[src/rtl/reg_file_arb_pkg.sv]
// Shared definitions for the two-requester register-file arbiter:
// FSM encodings, requester IDs and default widths.
package reg_file_arb_pkg;

  typedef enum logic [1:0] {
    IDLE   = 2'd0,
    ACCESS = 2'd1,
    RDCAP  = 2'd2
  } state_e;

  localparam logic REQ_A = 1'b0;
  localparam logic REQ_B = 1'b1;

  localparam int unsigned DEFAULT_DATA_WIDTH = 16;
  localparam int unsigned DEFAULT_ADDR_WIDTH = 3;

endpackage

[src/rtl/rr_arb2.sv]
// Combinational two-way round-robin pick. req_i[0] is requester A, req_i[1] is B;
// pointer_i names the requester that wins a tie.
module rr_arb2
  import reg_file_arb_pkg::*;
(
  input  logic [1:0] req_i,
  input  logic       pointer_i,
  output logic       grant_valid_o,
  output logic       grant_id_o
);

  always_comb begin
    grant_valid_o = |req_i;
    unique case (req_i)
      2'b01:   grant_id_o = REQ_A;
      2'b10:   grant_id_o = REQ_B;
      default: grant_id_o = pointer_i;
    endcase
  end

endmodule

[src/rtl/reg_file_arbiter.sv]
// Round-robin arbiter/sequencer sharing one single-port register file between
// requesters A and B; serialises accesses and routes read data back to the issuer.
module reg_file_arbiter
  import reg_file_arb_pkg::*;
#(
  parameter int unsigned DATA_WIDTH = DEFAULT_DATA_WIDTH,
  parameter int unsigned ADDR_WIDTH = DEFAULT_ADDR_WIDTH
) (
  input  logic                  CLK,
  input  logic                  RST,
  input  logic                  A_Req,
  input  logic                  A_WrEn,
  input  logic [ADDR_WIDTH-1:0] A_Addr,
  input  logic [DATA_WIDTH-1:0] A_WrData,
  output logic                  A_Gnt,
  output logic                  A_RdValid,
  output logic [DATA_WIDTH-1:0] A_RdData,
  input  logic                  B_Req,
  input  logic                  B_WrEn,
  input  logic [ADDR_WIDTH-1:0] B_Addr,
  input  logic [DATA_WIDTH-1:0] B_WrData,
  output logic                  B_Gnt,
  output logic                  B_RdValid,
  output logic [DATA_WIDTH-1:0] B_RdData,
  output logic                  RF_WrEn,
  output logic                  RF_RdEn,
  output logic [ADDR_WIDTH-1:0] RF_Address,
  output logic [DATA_WIDTH-1:0] RF_WrData,
  input  logic [DATA_WIDTH-1:0] RF_RdData,
  output logic                  Busy
);

  state_e                state_q, state_d;
  logic                  ptr_q, ptr_d;
  logic                  owner_q, owner_d;
  logic                  rf_wr_en_q, rf_wr_en_d;
  logic                  rf_rd_en_q, rf_rd_en_d;
  logic [ADDR_WIDTH-1:0] rf_addr_q, rf_addr_d;
  logic [DATA_WIDTH-1:0] rf_wdata_q, rf_wdata_d;
  logic                  a_gnt_q, a_gnt_d;
  logic                  b_gnt_q, b_gnt_d;
  logic                  a_rd_valid_q, a_rd_valid_d;
  logic                  b_rd_valid_q, b_rd_valid_d;
  logic [DATA_WIDTH-1:0] a_rd_data_q, a_rd_data_d;
  logic [DATA_WIDTH-1:0] b_rd_data_q, b_rd_data_d;

  logic grant_valid;
  logic grant_id;

  rr_arb2 u_rr_arb2 (
    .req_i         ({B_Req, A_Req}),
    .pointer_i     (ptr_q),
    .grant_valid_o (grant_valid),
    .grant_id_o    (grant_id)
  );

  always_comb begin
    state_d      = state_q;
    ptr_d        = ptr_q;
    owner_d      = owner_q;
    rf_wr_en_d   = 1'b0;
    rf_rd_en_d   = 1'b0;
    rf_addr_d    = rf_addr_q;
    rf_wdata_d   = rf_wdata_q;
    a_gnt_d      = 1'b0;
    b_gnt_d      = 1'b0;
    a_rd_valid_d = 1'b0;
    b_rd_valid_d = 1'b0;
    a_rd_data_d  = a_rd_data_q;
    b_rd_data_d  = b_rd_data_q;

    unique case (state_q)
      IDLE: begin
        if (grant_valid) begin
          state_d = ACCESS;
          owner_d = grant_id;
          // Pointer always moves to the side that did not win, even if it was idle.
          ptr_d   = ~grant_id;
          if (grant_id == REQ_B) begin
            rf_addr_d  = B_Addr;
            rf_wdata_d = B_WrData;
            rf_wr_en_d = B_WrEn;
            rf_rd_en_d = ~B_WrEn;
            b_gnt_d    = 1'b1;
          end else begin
            rf_addr_d  = A_Addr;
            rf_wdata_d = A_WrData;
            rf_wr_en_d = A_WrEn;
            rf_rd_en_d = ~A_WrEn;
            a_gnt_d    = 1'b1;
          end
        end
      end
      ACCESS: begin
        state_d = rf_wr_en_q ? IDLE : RDCAP;
      end
      RDCAP: begin
        state_d = IDLE;
        if (owner_q == REQ_B) begin
          b_rd_data_d  = RF_RdData;
          b_rd_valid_d = 1'b1;
        end else begin
          a_rd_data_d  = RF_RdData;
          a_rd_valid_d = 1'b1;
        end
      end
      default: state_d = IDLE;
    endcase
  end

  always_ff @(posedge CLK or negedge RST) begin
    if (!RST) begin
      state_q      <= IDLE;
      ptr_q        <= REQ_A;
      owner_q      <= REQ_A;
      rf_wr_en_q   <= 1'b0;
      rf_rd_en_q   <= 1'b0;
      rf_addr_q    <= '0;
      rf_wdata_q   <= '0;
      a_gnt_q      <= 1'b0;
      b_gnt_q      <= 1'b0;
      a_rd_valid_q <= 1'b0;
      b_rd_valid_q <= 1'b0;
      a_rd_data_q  <= '0;
      b_rd_data_q  <= '0;
    end else begin
      state_q      <= state_d;
      ptr_q        <= ptr_d;
      owner_q      <= owner_d;
      rf_wr_en_q   <= rf_wr_en_d;
      rf_rd_en_q   <= rf_rd_en_d;
      rf_addr_q    <= rf_addr_d;
      rf_wdata_q   <= rf_wdata_d;
      a_gnt_q      <= a_gnt_d;
      b_gnt_q      <= b_gnt_d;
      a_rd_valid_q <= a_rd_valid_d;
      b_rd_valid_q <= b_rd_valid_d;
      a_rd_data_q  <= a_rd_data_d;
      b_rd_data_q  <= b_rd_data_d;
    end
  end

  assign A_Gnt      = a_gnt_q;
  assign B_Gnt      = b_gnt_q;
  assign A_RdValid  = a_rd_valid_q;
  assign B_RdValid  = b_rd_valid_q;
  assign A_RdData   = a_rd_data_q;
  assign B_RdData   = b_rd_data_q;
  assign RF_WrEn    = rf_wr_en_q;
  assign RF_RdEn    = rf_rd_en_q;
  assign RF_Address = rf_addr_q;
  assign RF_WrData  = rf_wdata_q;
  assign Busy       = (state_q != IDLE);

endmodule

[config.mk]
export PLATFORM = sky130hd
export DESIGN_NAME = reg_file_arbiter
export DESIGN_NICKNAME = d
export VERILOG_FILES = /design/src/rtl/reg_file_arb_pkg.sv /design/src/rtl/rr_arb2.sv /design/src/rtl/reg_file_arbiter.sv
export SDC_FILE = /design/constraint.sdc
export NUM_CORES = 1
export LEC_CHECK = 0
export ABC_AREA = 1
export ABC_CLOCK_PERIOD_IN_PS = 2500
export CELL_PAD_IN_SITES_DETAIL_PLACEMENT = 0
export CELL_PAD_IN_SITES_GLOBAL_PLACEMENT = 1
export CORE_ASPECT_RATIO = 1.1
export CORE_MARGIN = 3
export CORE_UTILIZATION = 32
export DETAILED_ROUTE_END_ITERATION = 16
export GPL_ROUTABILITY_DRIVEN = 0
export PLACE_DENSITY = 0.89
export RECOVER_POWER = 100
export SLEW_MARGIN = 10
export SYNTH_ARGS = -nofsm -noshare
export SYNTH_HDL_FRONTEND = slang
export SYNTH_HIERARCHICAL = 1
export SYNTH_SLANG_ARGS = --single-unit
[constraint.sdc]
create_clock -name CLK -period 2.5 [get_ports CLK]
set_input_delay 0.5 -clock CLK [delete_from_list [all_inputs] [get_ports CLK]]
set_output_delay 0.5 -clock CLK [all_outputs]
set_load 0.05 [all_outputs]
==> results.cfg <==
[synthesis]
synthCells = 323
ys_seq_elements = 61
synthTopCellsByArea = dfrtp_1 (57%), nand2_1 (28%), nand4_1 (3.7%), inv_1 (1.5%), buf_2 (1.5%)
synth_fp_nets = 385
netlist.area_leader.share = 0.5714
yosysSeqAreaShare = 0.5714
yosys_warnings = 6
yosysTopAreaCell = dfrtp_1
synthesis.area_mm2 = 0.002671
ys_types = 19
avgSynthCellArea_um2 = 8.270

[route]
antenna_left = 0
vias = 2416
drtPass1Iterations = 4
drc = 0
avgViaCountPerCell = 4.369
wl_per_cell_um = 13.01
wl_um = 7197
drt_iter0_markers = 91

[worst_hold_path]
hold_path_class = reg -> reg

[placement]
port_buffers = 117
hpwl_um = 5166
dp_cells = 537

[clocking]
clkLatencyLatePin_ps = 330
cts_root_buf = clkbuf_8
path_clk_slew_ps = 60
cts_buffer_depth = 2
cts_hold_buf = 0
htree_levels = 3
cts_tree = built
cts.sinks = 61
cts_resized = 0
numCtsBuffers = 9
post_cts_buffers = 0

[timing]
max_freq_mhz = 474.7
finalHoldViolCount = 0
setup_viol = 0
slew_headroom = 0.01751
layout_min_cycle_time_ps = 2107
post-route-period-util = 0.8427
tightest_slew_ps = 1474
fin_worst_skew_ps = 8.163
tns_ps = 0
rsz0062_at_grt = no
fin_hold_ws_ps = 423.0
finalMaxSlewViolations = 0

[layout]
area_growth_pct = 54.85
layout_commonest_cell = nand2_1
regArea_mm2 = 0.001526
final_cell_mix = nand2_1 (203), dfrtp_1 (61), dlygate4sd3_1 (58)
final_cells = 553
multi_input_area_um2 = 963.4
drive_gt1_frac = 0.05393
fin_nets = 502
final.fill_count = 812
diodes = 0

[grt]
grt_pass1_wl_um = 11950
grt_usage = 0.1602
grt_overflow_total = 0
antenna_found_initial = 0
grt_max_degree = 37
grt_pass1_vias = 2484

[critical_path]
path_buf_inv = 4
crit_arrival_ps = 2360
path_common_cell = inv_1
cp-start-kind = input pin
path_cells = dlygate4sd3_1 > inv_1 > ha_1 > inv_1 > inv_1 > nor2_2 > and2_0
crit_path_end_kind = register
cp_top_family = simple AND/OR/NAND/NOR gates
cp_slowest_cell = nor2_2
crit_fanout = 21
cpPeakStageDelay_ps = 690
required_ps = 2760
worstSetupPathType = in -> reg

[power_and_ir_drop]
peakVddDrop_mv = 0.7779
p_leak_nw = 2.170
power_density_mw_per_mm2 = 1526

[die]
io-pin-count = 118
row_count = 34
die_h_um = 101.8
fp.dieArea_mm2 = 0.009481
initial_core_util = 0.3340
die_w_um = 93.12
core_area_mm2 = 0.007998

[run]
drv_cap = 0

[status]
outcome = finished, final reports clean
## where the power goes
| group | switching [W] | internal (W) | total [W] |
|---|---|---|---|
| sequential | 0.000253 | 0.00146 | 0.00171 |
| combinational | 0.00254 | 0.00100 | 0.00354 |
| clock | 0.000370 | 0.000689 | 0.00106 |
## path summary, 6_finish.rpt
path                                 end  slack (ps)  cells after the start  startpoint
max                              RF_RdEn         390                      7       B_Req
min                           state_q[1]         420                      1     RF_WrEn
max reg2reg                 A_RdData[12]         620                      5  state_q[0]
min reg2reg                   state_q[1]         420                      1     RF_WrEn
max in group asynchronous   RF_WrData[0]        1120                      1         RST
min in group asynchronous  RF_Address[1]         510                      1         RST
## stage by stage
step / setup WS, ps / util / power [W] / area (um^2)
2_1_floorplan: 983.2 / - / 0.004252 / 2671
3_3_place_gp: 249.2 / 0.4903 / 0.005463 / 3921
3_5_place_dp: 200.8 / 0.4903 / 0.005519 / 3921
4_1_cts: 456.5 / 0.5203 / 0.006602 / 4161
5_1_grt: 196.4 / 0.5172 / 0.006706 / 4136
6_report: 393.2 / 0.5172 / 0.006311 / 4136
## cell usage after synthesis (all sizes together)
master	n
and2	1
buf	16
ha	2
nor3	1
nand3	4
dfrtp	61
nand4	16
o21ai	1
nor2	3
inv	14
nand2	204
## routing by layer
metal  global-route usage  vias to the layer above  part of all wire
met5                    0                        -                 0
met4              0.04961                        0             0.010
met3              0.04639                        9             0.059
met2               0.2820                       80              0.50
met1               0.1900                     1102              0.43
li1                     -                     1225                 -
## logic make-up after synthesis
| kind of cell | synth area share |
|---|---|
| and+or+nand+nor | 0.3560 |
| buffers and inverters | 0.06136 |
| DFF | 0.5714 |
| adders and majority gates | 0.009366 |
| AOI/OAI and AO/OA | 0.001872 |
## registers in the layout, indices dropped and copies added, names as in the netlist, 2 cells and up
| name | count |
|---|---|
| A_RdData | 16 |
| B_RdData | 16 |
| RF_Address | 3 |
| RF_WrData | 16 |
| state_q | 2 |
## final cells by class
class / instances / area share
repair buffers: 122 / 0.2946
clock inverters: 4 / 0.02299
multi-input cells: 232 / 0.2329
inverters: 14 / 0.01270
clock buffers: 12 / 0.03509
flip-flops and latches: 61 / 0.3690
well taps: 108 / 0.03267
## worst reg2reg max path: stages, from the launching register on
cell and delay (ps):
dfrtp_1 410, inv_1 140, clkbuf_1 650, nand3_4 370
nand2_1 150, nand2_1 60
Note: power is estimated with default switching activity, not from simulation.
